==> src/rtl/chip8_countdown_timers.sv <==
// CHIP-8 delay and sound timers: two 8-bit down-counters stepped by the 60 Hz tick,
// plus a square-wave buzzer generator that runs while the sound timer is nonzero.
module chip8_countdown_timers #(
  parameter int CLOCK_SPEED = 100000,
  parameter int TONE_HZ     = 440,
  parameter int TONE_DIV    = CLOCK_SPEED / (2 * TONE_HZ)
) (
  input  logic       clk,
  input  logic       rst_n,
  input  logic       tick_60hz,
  input  logic       dt_we,
  input  logic       st_we,
  input  logic [7:0] wr_data,
  output logic [7:0] dt_value,
  output logic [7:0] st_value,
  output logic       sound_active,
  output logic       dt_expired,
  output logic       buzzer
);

  localparam int TONE_W = (TONE_DIV > 1) ? $clog2(TONE_DIV) : 1;
  localparam logic [TONE_W-1:0] TONE_MAX = TONE_W'(TONE_DIV - 1);

  logic [7:0]        dt_q, dt_d;
  logic [7:0]        st_q, st_d;
  logic              dt_expired_q, dt_expired_d;
  logic [TONE_W-1:0] tone_cnt_q, tone_cnt_d;
  logic              buzzer_q, buzzer_d;

  // A write always wins over a coincident tick; counters saturate at zero.
  always_comb begin
    dt_d         = dt_q;
    st_d         = st_q;
    dt_expired_d = 1'b0;
    if (dt_we) begin
      dt_d = wr_data;
    end else if (tick_60hz && (dt_q != 8'd0)) begin
      dt_d         = dt_q - 8'd1;
      dt_expired_d = (dt_q == 8'd1);
    end
    if (st_we) begin
      st_d = wr_data;
    end else if (tick_60hz && (st_q != 8'd0)) begin
      st_d = st_q - 8'd1;
    end
  end

  // Tone phase follows the registered ST, so a reload while sounding keeps the phase
  // and a stop clears the buzzer one edge after ST reaches zero.
  always_comb begin
    tone_cnt_d = tone_cnt_q;
    buzzer_d   = buzzer_q;
    if (st_q == 8'd0) begin
      tone_cnt_d = '0;
      buzzer_d   = 1'b0;
    end else if (tone_cnt_q == TONE_MAX) begin
      tone_cnt_d = '0;
      buzzer_d   = ~buzzer_q;
    end else begin
      tone_cnt_d = tone_cnt_q + 1'b1;
    end
  end

  always_ff @(posedge clk or negedge rst_n) begin
    if (!rst_n) begin
      dt_q         <= 8'd0;
      st_q         <= 8'd0;
      dt_expired_q <= 1'b0;
      tone_cnt_q   <= '0;
      buzzer_q     <= 1'b0;
    end else begin
      dt_q         <= dt_d;
      st_q         <= st_d;
      dt_expired_q <= dt_expired_d;
      tone_cnt_q   <= tone_cnt_d;
      buzzer_q     <= buzzer_d;
    end
  end

  assign dt_value     = dt_q;
  assign st_value     = st_q;
  assign sound_active = (st_q != 8'd0);
  assign dt_expired   = dt_expired_q;
  assign buzzer       = buzzer_q;

endmodule

==> config.mk <==
export PLATFORM = sky130hd
export DESIGN_NAME = chip8_countdown_timers
export DESIGN_NICKNAME = d
export VERILOG_FILES = /design/src/rtl/chip8_countdown_timers.sv
export SDC_FILE = /design/constraint.sdc
export NUM_CORES = 1
export LEC_CHECK = 0
export ABC_AREA = 0
export BUFFER_PORTS_ARGS = -buffer_cell sky130_fd_sc_hd__buf_4
export CAP_MARGIN = 20
export CORE_MARGIN = 4
export CORE_UTILIZATION = 60
export CTS_BUF_LIST = sky130_fd_sc_hd__clkbuf_8
export CTS_CLUSTER_DIAMETER = 150
export DETAILED_ROUTE_END_ITERATION = 12
export PLACE_DENSITY = 0.87
export SLEW_MARGIN = 10
export SYNTH_ARGS = -nofsm -noshare
export SYNTH_HDL_FRONTEND = slang
export SYNTH_SLANG_ARGS = --single-unit
==> constraint.sdc <==
create_clock -name clk -period 2.97 [get_ports clk]
set_input_delay 0.4455 -clock clk [delete_from_list [all_inputs] [get_ports clk]]
set_output_delay 0.4455 -clock clk [all_outputs]
set_load 0.05 [all_outputs]
==> tab_implementation.tex <==
\begin{tabular}{lr}
\hline
Metric & Value \\
\hline
\multicolumn{2}{l}{\textbf{Setup path}} \\
Slowest stage cell, crit path & sky130\_fd\_sc\_hd\_\_or4\_4 \\
Worst Path Max Fanout & 7 \\
Largest stage delay on the critical path & 0.61 ns \\
Data arrival, critical path & 1.84 ns \\
Nature of the critical path startpoint & flip-flop \\
Type of the setup path with the least slack & reg -> out \\
Kind of end point of the critical path & output port \\
Flop2flop setup slack & 1.00 ns \\
Required time of the critical path & 2.52 ns \\
Sequence of cells on the critical path & or4\_4 -> nand2b\_1 -> buf\_4 \\
\multicolumn{2}{l}{\textbf{Synth}} \\
Warnings, synthesis & 0 \\
Number of standard cells after synthesis & 146 \\
Fraction of registers with async set or reset after synthesis & 1.00 \\
Most used flip-flop cell after synthesis & sky130\_fd\_sc\_hd\_\_dfrtp\_1 \\
Seq cells post-synth & 25 \\
Cell area after technology mapping & 1410 um\^{}2 \\
Area share of the leading cell type in the synthesized netlist & 0.444 \\
Share of the yosys chip area belonging to registers & 0.444 \\
Top cells by area in the synthesized netlist & sky130\_fd\_sc\_hd\_\_dfrtp\_1 44\%, sky130\_fd\_sc\_hd\_\_xnor2\_1 5.6\%, sky130\_fd\_sc\_hd\_\_ha\_1 5.3\%, sky130\_fd\_sc\_hd\_\_nand2\_1 4.3\%, sky130\_fd\_sc\_hd\_\_mux2\_2 4.0\% \\
Library cells used by synthesis & 38 \\
Avg Cell Area, Syn & 9.64 um\^{}2 \\
Cell taking the most area after synthesis & sky130\_fd\_sc\_hd\_\_dfrtp\_1 \\
Post-synth EDFFs & 0 \\
Synthesized net count & 165 \\
\multicolumn{2}{l}{\textbf{Layout}} \\
Number of inserted diodes & 0 \\
Share of cells above drive strength 1 & 0.264 \\
Synth-to-Final Area Change & 21.5\% \\
Most common cell after layout, fill and taps aside & sky130\_fd\_sc\_hd\_\_buf\_4 \\
Net count, final & 198 \\
Share of the core filled with cells in the final layout & 0.773 \\
Commonest cells after routing, fill and taps aside & 31 x sky130\_fd\_sc\_hd\_\_buf\_4, 25 x sky130\_fd\_sc\_hd\_\_dfrtp\_1, 16 x sky130\_fd\_sc\_hd\_\_nand2\_1, 15 x sky130\_fd\_sc\_hd\_\_nor2\_1 \\
\multicolumn{2}{l}{\textbf{Timing}} \\
Relative max-transition margin & 0.614 \\
Setup repair after global routing missed its margin & no \\
Final hold violation count & 0 \\
Slew at the pin closest to its max-slew limit & 0.574 ns \\
Upper clock frequency limit & 437 MHz \\
Clock Skews & 0.00883 ns \\
Final clock period utilization by the worst path & 0.770 \\
Time the final worst path needs with I/O delays and setup & 2.29 ns \\
Number of pins exceeding their max-slew limit in the final report & 0 \\
Final setup violation count & 0 \\
Summed negative setup slack over all endpoints & 0 ns \\
\multicolumn{2}{l}{\textbf{Floorplan}} \\
Vert. Die Dim & 56.4 um \\
\# IOs & 32 \\
FP Rows & 17 \\
Effective utilization at floorplan & 0.636 \\
Die area & 3180 um\^{}2 \\
Die width & 56.4 um \\
Core region area & 2210 um\^{}2 \\
\multicolumn{2}{l}{\textbf{Clocking}} \\
Setup Fix Bufs, Post-CTS & 0 \\
Maximum level of the CTS H-tree & 1 \\
Clock tree from TritonCTS & built \\
Clock latency on the worst-skew pair & 0.27 ns \\
CTS Buffer Depth & 2 \\
CTS Root Cell & sky130\_fd\_sc\_hd\_\_clkbuf\_8 \\
Total number of clock tree sinks & 25 \\
Post-cts resize count & 0 \\
Count of hold-fix buffers inserted at cts & 0 \\
Clock Pin Slew Worst Setup and Hold Paths & 0.09 ns \\
Number of buffers created by CTS & 3 \\
\multicolumn{2}{l}{\textbf{Power and ir drop}} \\
Leakage dissipation & 0.787 nW \\
Peak VDD IR & 0.479 mV \\
Power per unit of standard cell area & 663 nW/um\^{}2 \\
\multicolumn{2}{l}{\textbf{Global routing}} \\
Number of global-route vias before repair & 1189 \\
Maximum number of pins on one net before global-route repair & 26 \\
Overall Global Routing Usage & 0.210 \\
Wire length of the first global-routing pass & 5.43 mm \\
Remaining global-route overflow & 0 \\
Initial antenna violation count & 0 \\
\multicolumn{2}{l}{\textbf{Detailed routing}} \\
Number of nets with antenna violations after detailed routing & 0 \\
DR pass1 iterations & 4 \\
Wire length per cell & 14.9 um \\
Via count & 1205 \\
Total wire length & 3.06 mm \\
Detail-routed via count per cell & 5.85 \\
Remaining DRCs & 0 \\
Initial DRC count & 36 \\
\multicolumn{2}{l}{\textbf{Hold path}} \\
Tightest Hold Check Type & in -> async \\
\multicolumn{2}{l}{\textbf{Placed design}} \\
Final Wtd Congestion & 0.776 \\
Final HPWL from detailed placement & 2.36 mm \\
Buffers added on ports & 31 \\
\multicolumn{2}{l}{\textbf{Job}} \\
Max-cap viol count & 0 \\
\multicolumn{2}{l}{\textbf{Run status}} \\
Status & completed \\
\hline
\end{tabular}
-- cells by family (layout without fill, tap and decap cells) --
kind of cell	count (synthesis)	after routing	share of synthesized area
and+or+nand+nor	58	58	0.212
AOI/OAI and AO/OA	25	25	0.125
DFF	25	25	0.444
buffers and inverters	13	45	0.0347
xor gates and xnor gates	11	11	0.0684
muxes	8	8	0.0613
adders and majority gates	6	6	0.0533
-- sequential cells by signal, summed over array words and instances (netlist names) --
signal and cells:
st_value 8, buzzer 1, dt_value 8, dt_expired 1, tone_cnt_q 7
-- metal layers --
layer,share of wire,track usage,up-vias
met5,0,0,-
met4,0.015,0.0712,0
met3,0.065,0.0322,8
met2,0.51,0.353,46
met1,0.41,0.273,581
li1,-,-,570
-- synthesized netlist by cell type, types with 2 or more instances --
cell type and instances:
sky130_fd_sc_hd__o21ai_0 10, sky130_fd_sc_hd__nand3_1 4, sky130_fd_sc_hd__clkbuf_1 3, sky130_fd_sc_hd__and2_1 3, sky130_fd_sc_hd__nor3_1 4, sky130_fd_sc_hd__nand4_1 2, sky130_fd_sc_hd__mux2i_1 3, sky130_fd_sc_hd__ha_1 6
sky130_fd_sc_hd__xor2_1 2, sky130_fd_sc_hd__nor3b_1 3, sky130_fd_sc_hd__nand2_1 16, sky130_fd_sc_hd__xnor2_1 9, sky130_fd_sc_hd__mux2_2 5, sky130_fd_sc_hd__inv_1 10, sky130_fd_sc_hd__nor2_1 15, sky130_fd_sc_hd__dfrtp_1 25
sky130_fd_sc_hd__a21oi_1 5
-- cell type report --
type | count | area, um^2
inverter | 10 | 37.5
timing repair buffer | 31 | 233
tap | 28 | 35.0
multi-input combinational | 108 | 733
clock inverter | 1 | 5.00
clock buffer | 3 | 41.3
sequential | 25 | 626
fill | 157 | 502
-- worst max-delay path, delay by kind of cell, from the launching register on --
family,cells,cell delay [ns]
flops,1,0.46
simple gates,2,0.86
buf+inv,1,0.24
-- per-stage QoR --
step,hold slack [ns],area [um^2],total power [mW],setup WS (ns),instances
after floorplan,0.150,1410,0.806,0.816,146
after global placement,0.361,1660,0.918,0.968,202
after detailed placement,0.364,1660,0.938,0.910,202
after CTS,0.0688,1710,1.14,0.687,206
after global routing,0.0790,1710,1.21,0.605,206
final,0.0604,1710,1.13,0.683,206
-- worst paths after layout --
check | startpoint | end | cells after the start
hold reg to reg | tone_cnt_q[0]$_DFF_PN0_ | tone_cnt_q[0]$_DFF_PN0_ | 1
setup reg to reg | dt_value[0]$_DFFE_PN0P_ | dt_value[1]$_DFFE_PN0P_ | 6
max in group asynchronous | rst_n | tone_cnt_q[5]$_DFF_PN0_ | 1
min in group clk | wr_data[7] | st_value[7]$_DFFE_PN0P_ | 3
hold / removal | rst_n | tone_cnt_q[1]$_DFF_PN0_ | 1
setup / recovery | st_value[3]$_DFFE_PN0P_ | sound_active | 3
-- report_power, final --
part           internal (mW)  leakage (nW)  switching, mW
Sequential             0.418         0.302         0.0842
Combinational          0.172         0.459          0.258
Clock                 0.0938        0.0255          0.108
Total                  0.683         0.787          0.450
Note: power is estimated with default switching activity, not from simulation.
